==> src/rtl/avr_button_port_if.sv <==
// I/O bus between the AVR core and the button port.
// The core drives address, strobes and write data; the port returns read data and its interrupt request.
interface avr_button_port_if;
   logic [5:0] io_addr;
   logic       io_re;
   logic       io_we;
   logic [7:0] io_di;
   logic [7:0] io_do;
   logic       irq;

   modport master (
      output io_addr, io_re, io_we, io_di,
      input  io_do, irq
   );

   modport slave (
      input  io_addr, io_re, io_we, io_di,
      output io_do, irq
   );
endinterface

==> src/rtl/avr_button_port.sv <==
// Button input peripheral: synchronizes and debounces five push-buttons and
// exposes level, press-event and interrupt-enable registers on the AVR I/O bus.
module avr_button_port #(
   parameter logic [5:0]  BASE_ADDR       = 6'h10,
   parameter logic [15:0] DEBOUNCE_CYCLES = 16'd50000
) (
   input  logic             clk,
   input  logic             rst,
   input  logic [4:0]       buttons,
   avr_button_port_if.slave bus
);

   typedef enum logic [1:0] {
      REG_PIN = 2'd0,
      REG_EVT = 2'd1,
      REG_IEN = 2'd2
   } reg_sel_e;

   localparam logic [15:0] CNT_MAX = DEBOUNCE_CYCLES - 16'd1;

   logic [4:0]  s1;
   logic [4:0]  s2;
   logic [4:0]  pin;
   logic [4:0]  pin_nxt;
   logic [4:0]  evt;
   logic [4:0]  evt_nxt;
   logic [4:0]  ien;
   logic [15:0] cnt     [5];
   logic [15:0] cnt_nxt [5];

   logic [6:0]  offset;
   logic        hit;
   reg_sel_e    sel;
   logic        wr_evt;
   logic        wr_ien;
   logic [4:0]  clr_mask;
   logic [7:0]  rdata;
   logic        unused_bits;

   // Debounce: a change is accepted only after CNT_MAX+1 consecutive disagreeing samples.
   always_comb begin
      // NOTE: every output of a combinational block gets a default first so no latch is inferred.
      pin_nxt = pin;
      for (int i = 0; i < 5; i++) begin
         cnt_nxt[i] = cnt[i];
         if (s2[i] == pin[i]) begin
            cnt_nxt[i] = '0;
         end else if (cnt[i] == CNT_MAX) begin
            cnt_nxt[i] = '0;
            pin_nxt[i] = s2[i];
         end else begin
            cnt_nxt[i] = cnt[i] + 16'd1;
         end
      end
   end

   // The extra top bit of the subtraction flags addresses below BASE_ADDR.
   assign offset = {1'b0, bus.io_addr} - {1'b0, BASE_ADDR};
   assign hit    = ~offset[6] && (offset[5:0] < 6'd3);
   assign sel    = reg_sel_e'(offset[1:0]);
   assign wr_evt = bus.io_we && hit && (sel == REG_EVT);
   assign wr_ien = bus.io_we && hit && (sel == REG_IEN);

   // Press detection ORs in after the clear, so a same-edge set wins.
   assign clr_mask = wr_evt ? bus.io_di[4:0] : 5'b0;
   assign evt_nxt  = (evt & ~clr_mask) | (pin_nxt & ~pin);

   always_comb begin
      rdata = 8'h00;
      if (bus.io_re && hit) begin
         case (sel)
            REG_PIN: rdata = {3'b000, pin};
            REG_EVT: rdata = {3'b000, evt};
            REG_IEN: rdata = {3'b000, ien};
            default: rdata = 8'h00;
         endcase
      end
   end

   assign bus.io_do  = rdata;
   assign bus.irq    = |(evt & ien);
   assign unused_bits = ^bus.io_di[7:5];

   always_ff @(posedge clk or posedge rst) begin
      if (rst) begin
         s1  <= '0;
         s2  <= '0;
         pin <= '0;
         evt <= '0;
         ien <= '0;
         // NOTE: the counter array is architectural state, so each entry is reset, not left as an unreset memory.
         for (int i = 0; i < 5; i++) begin
            cnt[i] <= '0;
         end
      end else begin
         // NOTE: sequential state uses non-blocking assignments so all flops update from pre-edge values.
         s1  <= buttons;
         s2  <= s1;
         pin <= pin_nxt;
         evt <= evt_nxt;
         for (int i = 0; i < 5; i++) begin
            cnt[i] <= cnt_nxt[i];
         end
         if (wr_ien) begin
            ien <= bus.io_di[4:0];
         end
      end
   end

endmodule

==> src/flat_wrapper.sv <==
// flat-port wrapper written by rule: the top's interface ports become plain ports
module avr_button_port_flat 
#(
   parameter logic [5:0]  BASE_ADDR       = 6'h10,
   parameter logic [15:0] DEBOUNCE_CYCLES = 16'd50000
)
  (clk, rst, buttons, bus_io_addr, bus_io_re, bus_io_we, bus_io_di, bus_io_do, bus_irq);
  avr_button_port_if bus_i ();
  input  logic clk;
  input  logic rst;
  input  logic [4:0] buttons;
  input wire logic [$bits(bus_i.io_addr)-1:0] bus_io_addr;
  input wire logic [$bits(bus_i.io_re)-1:0] bus_io_re;
  input wire logic [$bits(bus_i.io_we)-1:0] bus_io_we;
  input wire logic [$bits(bus_i.io_di)-1:0] bus_io_di;
  output wire logic [$bits(bus_i.io_do)-1:0] bus_io_do;
  output wire logic [$bits(bus_i.irq)-1:0] bus_irq;
  assign bus_i.io_addr = bus_io_addr;
  assign bus_i.io_re = bus_io_re;
  assign bus_i.io_we = bus_io_we;
  assign bus_i.io_di = bus_io_di;
  assign bus_io_do = bus_i.io_do;
  assign bus_irq = bus_i.irq;
  avr_button_port #(.BASE_ADDR(BASE_ADDR), .DEBOUNCE_CYCLES(DEBOUNCE_CYCLES)) u_core (.clk(clk), .rst(rst), .buttons(buttons), .bus(bus_i));
endmodule
==> config.mk <==
export PLATFORM = sky130hd
export DESIGN_NAME = avr_button_port_flat
export DESIGN_NICKNAME = d
export VERILOG_FILES = /design/src/rtl/avr_button_port_if.sv /design/src/rtl/avr_button_port.sv /design/src/flat_wrapper.sv
export SDC_FILE = /design/constraint.sdc
export NUM_CORES = 1
export LEC_CHECK = 0
export ABC_AREA = 1
export CORE_MARGIN = 3
export CORE_UTILIZATION = 54
export CTS_CLUSTER_DIAMETER = 30
export DETAILED_ROUTE_END_ITERATION = 6
export GPL_ROUTABILITY_DRIVEN = 0
export PLACE_DENSITY = 0.88
export RECOVER_POWER = 100
export REMOVE_ABC_BUFFERS = 1
export SYNTH_ARGS = -nofsm -noshare
export SYNTH_HDL_FRONTEND = slang
export SYNTH_SLANG_ARGS = --single-unit
==> constraint.sdc <==
create_clock -name clk -period 3.7 [get_ports clk]
set_clock_uncertainty 0.2 [all_clocks]
set_input_delay 0.925 -clock clk [delete_from_list [all_inputs] [get_ports clk]]
set_output_delay 0.925 -clock clk [all_outputs]
set_load 0.005 [all_outputs]
==> results.py, run 1 <==
metrics = {
    "status": {
        "outcome": "finished with violations",
        "violations": "capacitance limit, slew limit",
    },
    "critical_path": {
        "rr_endpoint": "u_core.cnt[30]",
        "worstPathCellList": "clkdlybuf4s50_1, clkbuf_1, nor2_1, clkbuf_1, nand2_1, a31oi_1, dlygate4sd2_1",
        "cp_data_required_time_ns": 2.57,
        "crit_family": "buffers and inverters",
        "startpoint_of_the_most_critical_register_to_register_path": "u_core.cnt[16]",
        "timing.critical_path.fanout_max": 4,
        "cp-start-kind": "primary input",
        "rr_worst_depth": 7,
        "arrival_ns": 2.36,
        "worst_setup_path_startpoint": "bus_io_addr[0]",
        "ff2ff_setup_slack_ns": 1.67,
        "timing.critical_path.slowest_cell_delay_ns": 0.46,
        "slowest_stage": "sky130_fd_sc_hd__clkdlybuf4s50_1",
        "crit_path_end_kind": "output port",
        "path_common_cell": "sky130_fd_sc_hd__clkbuf_1",
        "critical_setup_path_kind": "primary input to output port",
        "worst-path-buf-inv": 4,
    },
    "global_route": {
        "grt_start_max_net_pins": 48,
        "grt_use_total_pct": 21.19,
        "globalRouteOverflowTotal": 0,
        "antenna_found_initial": 0,
        "first_global_vias": 4602,
        "grt_pass1_wl_um": 20040,
    },
    "floorplan": {
        "floorplan.die.width_um": 107.4,
        "fp.coreArea_mm2": 0.009864,
        "io_pins": 32,
        "initial_utilization_pct": 56.25,
        "die_area_mm2": 0.01153,
        "placementRows": 36,
        "chipHeight_um": 107.4,
    },
    "power": {
        "combPwrFrac_pct": 6.5,
        "vdd.ir_drop.worst_mv": 0.2386,
        "leakage_nw": 2.801,
        "power_density_mw_per_mm2": 336.0,
        "sw_frac_of_total_pct": 24.25,
        "p_sw_mw": 0.5019,
        "seq_power_share_pct": 58.3,
        "power_frac_clock_pct": 35.2,
        "internal_power_mw": 1.568,
    },
    "clock_network": {
        "htree_num_levels": 3,
        "worst_setup_hold_path_clk_slew_ns": 0.10,
        "worstSkewPairLatency_ns": 0.36,
        "tritoncts": "built",
        "cts.path.max_buffers": 2,
        "cts_root_buffer": "sky130_fd_sc_hd__clkbuf_8",
        "clkSinkCount": 105,
        "cts-hold-fix-buffers": 0,
        "cts_buffers": 9,
    },
    "worst_hold_path": {
        "worst_hold_startpoint": "u_core.s1[4]",
        "hold_critical_path_depth": 0,
        "holdCritPathClass": "flip-flop to flip-flop",
        "min_to": "u_core.s2[4]",
    },
    "timing": {
        "setup_violations": 0,
        "max_clock_freq_mhz": 286.7,
        "final_critical_path_time_including_i_o_delays_and_setup_ns": 3.488,
        "period_utilisation_layout_pct": 94.27,
        "setup_repair_after_global_routing_missed_its_margin": "false",
        "timing_hold_violations_final": 0,
        "slew_hr_pct": -19.20,
        "slew_viol_final": 47,
        "worst_pin_slew_ns": 1.786,
        "setup_slack_ns": 0.2119,
    },
    "drt": {
        "ant_nets": 0,
        "drtPass1Iterations": 5,
        "drt-total-wl_um": 11480,
        "drcViolationCount": 0,
        "drt_iter0_drc": 325,
        "num_vias": 4831,
        "detail_route.wl_per_cell_um": 12.37,
        "detail_route.vias_per_cell": 5.206,
    },
    "cells_and_area": {
        "finish.cell_count_without_fillers": 928,
        "layout-drive-gt1-share_pct": 4.403,
        "multiInputGateArea_mm2": 0.002492,
        "nFillCells": 827,
        "final_core_util_pct": 62.43,
        "nNetsFinal": 818,
        "area.growth.synth_to_final_pct": 10.98,
        "seqCellArea_mm2": 0.002628,
        "insertedDiodeCount": 0,
    },
    "logic_synthesis": {
        "synth-seq-cells": 105,
        "synth_seq_area_share_pct": 47.35,
        "synthesis.area_mm2": 0.005549,
        "syn-instance-count": 746,
        "yosys_warnings": 0,
        "yosys.cell_types.count": 30,
        "avgSynthCellArea_um2": 7.438,
    },
    "placement": {
        "detailedPlace.worstSlack_ns": -0.03704,
        "port_buffers": 25,
        "hpwl_dp_um": 8435,
        "dp.cells": 912,
    },
    "job": {
        "cap_violations": 1,
    },
}
[synth_stat cells]
library cell	n	area, um^2
sky130_fd_sc_hd__nand3b_1	1	7.510
sky130_fd_sc_hd__nor3b_1	7	52.55
sky130_fd_sc_hd__nor2_4	2	22.52
sky130_fd_sc_hd__nand3_2	3	30.03
sky130_fd_sc_hd__inv_1	87	326.6
sky130_fd_sc_hd__nand4_1	21	131.4
sky130_fd_sc_hd__inv_2	8	30.03
sky130_fd_sc_hd__o21ai_0	18	90.09
sky130_fd_sc_hd__ha_1	5	62.56
sky130_fd_sc_hd__nand3_1	43	215.2
sky130_fd_sc_hd__nor3_1	12	60.06
sky130_fd_sc_hd__a31oi_1	6	37.54
sky130_fd_sc_hd__o211ai_1	1	7.510
sky130_fd_sc_hd__dfrtp_1	105	2628
sky130_fd_sc_hd__xor2_1	16	140.1
sky130_fd_sc_hd__o21bai_1	6	45.04
sky130_fd_sc_hd__buf_4	3	22.52
sky130_fd_sc_hd__nand2_2	4	25.02
sky130_fd_sc_hd__nor3_2	1	10.01
sky130_fd_sc_hd__a21oi_2	3	26.28
sky130_fd_sc_hd__nand2_1	190	713.2
sky130_fd_sc_hd__nor3_4	1	16.27
sky130_fd_sc_hd__a221oi_1	1	8.760
sky130_fd_sc_hd__a21oi_1	19	95.09
sky130_fd_sc_hd__nor2_1	170	638.1
sky130_fd_sc_hd__conb_1	1	3.750
sky130_fd_sc_hd__nor2_2	8	50.05
sky130_fd_sc_hd__xnor2_1	1	8.760
sky130_fd_sc_hd__nor3b_2	1	12.51
sky130_fd_sc_hd__xor2_2	2	32.53
[metal layers]
layer	vias to the layer above	global-route usage (%)	wire, um
li1	2434	-	-
met1	2265	28.88	5346
met2	112	35.25	5377
met3	20	2.999	566
met4	0	6.583	185
met5	-	0	0
[kinds of logic after synthesis]
logic type	after synthesis	synth area share, %
simple gates	464	35.76
flops	105	47.35
buf+inv	98	6.832
xor+xnor	19	3.269
fa+ha+maj	5	1.127
other cells	1	0.06758
compound gates	54	5.592
[cell usage in the layout, fill, tap and decap left out, drive strengths merged]
cell             n
clkdlybuf4s50   12
dlygate4sd3      7
clkinv           1
a31oi            6
nand3           46
dlygate4sd2      5
o21ai           18
a21oi           22
xor2            18
a221oi           1
inv             95
clkinvlp         3
nor2           180
o211ai           1
dfrtp          105
xnor2            1
o21bai           6
nand4           21
clkbuf          16
conb             3
nor3            14
nor3b            8
bufinv           1
nand3b           1
buf              4
ha               5
clkdlybuf4s25    1
nand2          194
[registers in the layout, indices dropped and copies added (netlist names)]
register / flops
u_core.pin: 5
u_core.s1: 5
u_core.evt: 5
u_core.s2: 5
u_core.ien: 5
u_core.cnt: 80
[worst max path at each step]
stage	end	slack, ns	cells after the start
final	bus_io_do[2]	0.21	7
after global routing	bus_io_do[0]	0.12	7
after CTS	bus_io_do[3]	0.02	7
after detailed placement	bus_io_do[0]	-0.04	8
after global placement	bus_io_do[2]	-0.01	8
after floorplan	u_core.cnt[0]	-0.19	1
[through the flow]
step | total power [mW] | setup TNS [ns] | area, um^2 | hold slack (ns)
finish | 2.070 | 0 | 6158 | 0.1510
global route | 2.150 | 0 | 6158 | 0.1612
CTS | 2.098 | 0 | 6235 | 0.1521
detailed placement | 1.370 | -0.1299 | 6033 | 0.1362
global placement | 1.365 | -0.02125 | 6033 | 0.1326
floorplan | 1.301 | -19.48 | 5534 | 0.1312
[area by class of cell]
| cell class | instances | area share (%) |
|---|---|---|
| clock buffers | 11 | 2.296 |
| clock inverters | 5 | 1.036 |
| inverters | 95 | 5.790 |
| multi-input cells | 545 | 40.47 |
| flip-flops and latches | 105 | 42.67 |
| well taps | 133 | 2.702 |
| repair buffers | 34 | 5.039 |
[power by group through the flow]
| stage | Clock (mW) | Combinational (mW) | Sequential [mW] |
|---|---|---|---|
| 6_report | 0.729 | 0.134 | 1.21 |
| 4_1_cts | 0.748 | 0.144 | 1.21 |
| 2_1_floorplan | 0 | 0.0814 | 1.22 |
| 5_1_grt | 0.785 | 0.155 | 1.21 |
| 3_5_place_dp | 0 | 0.142 | 1.23 |
| 3_3_place_gp | 0 | 0.139 | 1.23 |
[worst register-to-register path: stages, from the launching register on]
cell and delay (ns):
sky130_fd_sc_hd__dfrtp_1 0.40, sky130_fd_sc_hd__ha_1 0.21, sky130_fd_sc_hd__nand2_1 0.09, sky130_fd_sc_hd__nor3_1 0.58
sky130_fd_sc_hd__clkinv_1 0.21, sky130_fd_sc_hd__nor2_1 0.13, sky130_fd_sc_hd__nor2_1 0.05, sky130_fd_sc_hd__nor2_1 0.11
[timing repair]
item,in CTS,in global routing
buffers inserted,0,0
pin swaps,1,0
setup endpoints to repair,5,1
gates resized for setup,6,2
Note: power is estimated with default switching activity, not from simulation.
==> run 2, diff against run 1 <==
- CORE_ASPECT_RATIO: unset -> 0.6
- CORE_UTILIZATION: 54 -> 63
- PLACE_DENSITY: 0.88 -> 0.95
- clock period: 3.7 -> 4.4 ns (I/O delays scaled with it)
==> results.py, run 2 (synthesis gave the netlist of run 1 again) <==
metrics = {
    "cells_and_area": {
        "final_design_area_no_fill_mm2": 0.006157,
        "most_frequent_cells_in_the_layout": "sky130_fd_sc_hd__nand2_1 (192), sky130_fd_sc_hd__nor2_1 (175), sky130_fd_sc_hd__dfrtp_1 (105), sky130_fd_sc_hd__inv_1 (91), sky130_fd_sc_hd__nand3_1 (45)",
        "largest_register_ffs": 80,
        "regMostFlops": "u_core.cnt",
        "nFillCells": 576,
        "nNetsFinal": 810,
        "layout_commonest_cell": "sky130_fd_sc_hd__nand2_1",
        "insertedDiodeCount": 0,
        "layout-drive-gt1-share_pct": 3.685,
        "area.growth.synth_to_final_pct": 10.96,
    },
    "timing": {
        "final_tns_setup_ns": 0,
        "worst_pin_slew_ns": 2.566,
        "timing_hold_violations_final": 0,
        "setup_repair_after_global_routing_missed_its_margin": "false",
        "setup_violations": 0,
        "max_clock_freq_mhz": 233.6,
        "slew_viol_final": 68,
        "period_utilisation_layout_pct": 97.30,
        "final_critical_path_time_including_i_o_delays_and_setup_ns": 4.281,
        "slew_hr_pct": -71.24,
        "fin_worst_hold_slack_ns": 0.1517,
    },
    "drt": {
        "num_vias": 4964,
        "drt_iter0_drc": 526,
        "drtPass1Iterations": 5,
        "ant_nets": 0,
        "top_layer_used": "met4",
        "met2_wirelength_um": 5705,
        "dr_wl_met3_um": 834,
        "drcViolationCount": 0,
        "detail_route.vias_per_cell": 5.546,
        "met1Wirelength_um": 5520,
        "detail_route.wl_per_cell_um": 13.82,
        "drt-total-wl_um": 12370,
    },
    "clock_network": {
        "htree_num_levels": 3,
        "worst_setup_hold_path_clk_slew_ns": 0.07,
        "tritoncts": "built",
        "cts-hold-fix-buffers": 0,
        "clkSinkCount": 105,
        "cts_root_buffer": "sky130_fd_sc_hd__clkbuf_16",
        "cts.path.max_buffers": 2,
        "postCtsSetupBuffers": 0,
        "cts_buffers": 9,
        "cts_repair_resize_count": 0,
        "worstSkewPairLatency_ns": 0.35,
    },
    "status": {
        "outcome": "finished with violations",
        "violations": "capacitance limit, slew limit",
    },
    "floorplan": {
        "chipHeight_um": 78.70,
        "die_area_mm2": 0.01001,
        "floorplan.die.width_um": 127.2,
        "placementRows": 25,
        "fp.coreArea_mm2": 0.008195,
        "initial_utilization_pct": 67.71,
        "io_pins": 32,
    },
    "critical_path": {
        "cp_data_required_time_ns": 3.10,
        "timing.critical_path.fanout_max": 6,
        "critical_setup_path_kind": "primary input to output port",
        "arrival_ns": 2.98,
        "cp-start-kind": "primary input",
        "crit_path_end_kind": "output port",
    },
    "global_route": {
        "antenna_found_initial": 0,
        "grt_pass1_wl_um": 21280,
        "grt_start_max_net_pins": 69,
        "first_global_vias": 4718,
        "grt_use_total_pct": 26.28,
        "globalRouteOverflowTotal": 0,
    },
    "placement": {
        "port_buffers": 25,
        "hpwl_dp_um": 8959,
        "post_dp_cell_area_mm2": 0.005942,
    },
    "job": {
        "cap_violations": 1,
    },
    "power": {
        "power_density_mw_per_mm2": 306.6,
        "leakage_nw": 2.804,
        "vdd.ir_drop.worst_mv": 0.2352,
    },
    "worst_hold_path": {
        "holdCritPathClass": "flip-flop to flip-flop",
    },
}
run 2: worst paths after layout:
path,startpoint,slack [ns],endpoint,cells past startpoint
max in group asynchronous,rst,0.63,u_core.cnt[25],2
min,u_core.s1[4],0.15,u_core.s2[4],0
max reg2reg,u_core.cnt[16],2.26,u_core.cnt[30],7
min in group asynchronous,rst,1.91,u_core.s2[0],2
min reg2reg,u_core.s1[4],0.15,u_core.s2[4],0
max,bus_io_addr[0],0.12,bus_io_do[2],6
run 2: area by class of cell:
class	count	area (um^2)	area share [%]
clock buffer	11	242.7	3.942
clock inverter	5	37.54	0.6096
inverter	95	356.6	5.792
multi-input combinational	545	2487	40.40
sequential	105	2628	42.67
tap	108	135.1	2.195
timing repair buffer	26	270.3	4.389
run 2: routing by layer:
metal  GRT usage [%]  vias to the layer above
met1           35.04                     2310
met5               0                        -
met2           42.72                      211
li1                -                     2413
met4           8.994                        0
met3           6.250                       30
run 2: report_power, final:
group	internal (mW)	switching, mW
Clock	0.404	0.357
Sequential	0.990	0.0245
Combinational	0.0435	0.0689
run 2: critical path: stages:
cell                              delay, ns
sky130_fd_sc_hd__clkdlybuf4s50_1       0.54
sky130_fd_sc_hd__inv_1                 0.06
sky130_fd_sc_hd__nor2_1                0.35
sky130_fd_sc_hd__nand2_1               0.11
sky130_fd_sc_hd__a31oi_1               0.24
sky130_fd_sc_hd__clkdlybuf4s50_1       0.58
run 2: per-stage QoR:
stage | cells | utilization, % | setup WS [ns] | total power, mW
after floorplan | 745 | - | 0.3395 | 1.094
after global placement | 879 | 72.50 | 0.2929 | 1.141
after detailed placement | 879 | 72.50 | 0.1821 | 1.148
after CTS | 895 | 75.92 | 0.1236 | 1.908
after global routing | 895 | 75.13 | 0.03124 | 1.958
final | 895 | 75.13 | 0.1187 | 1.888
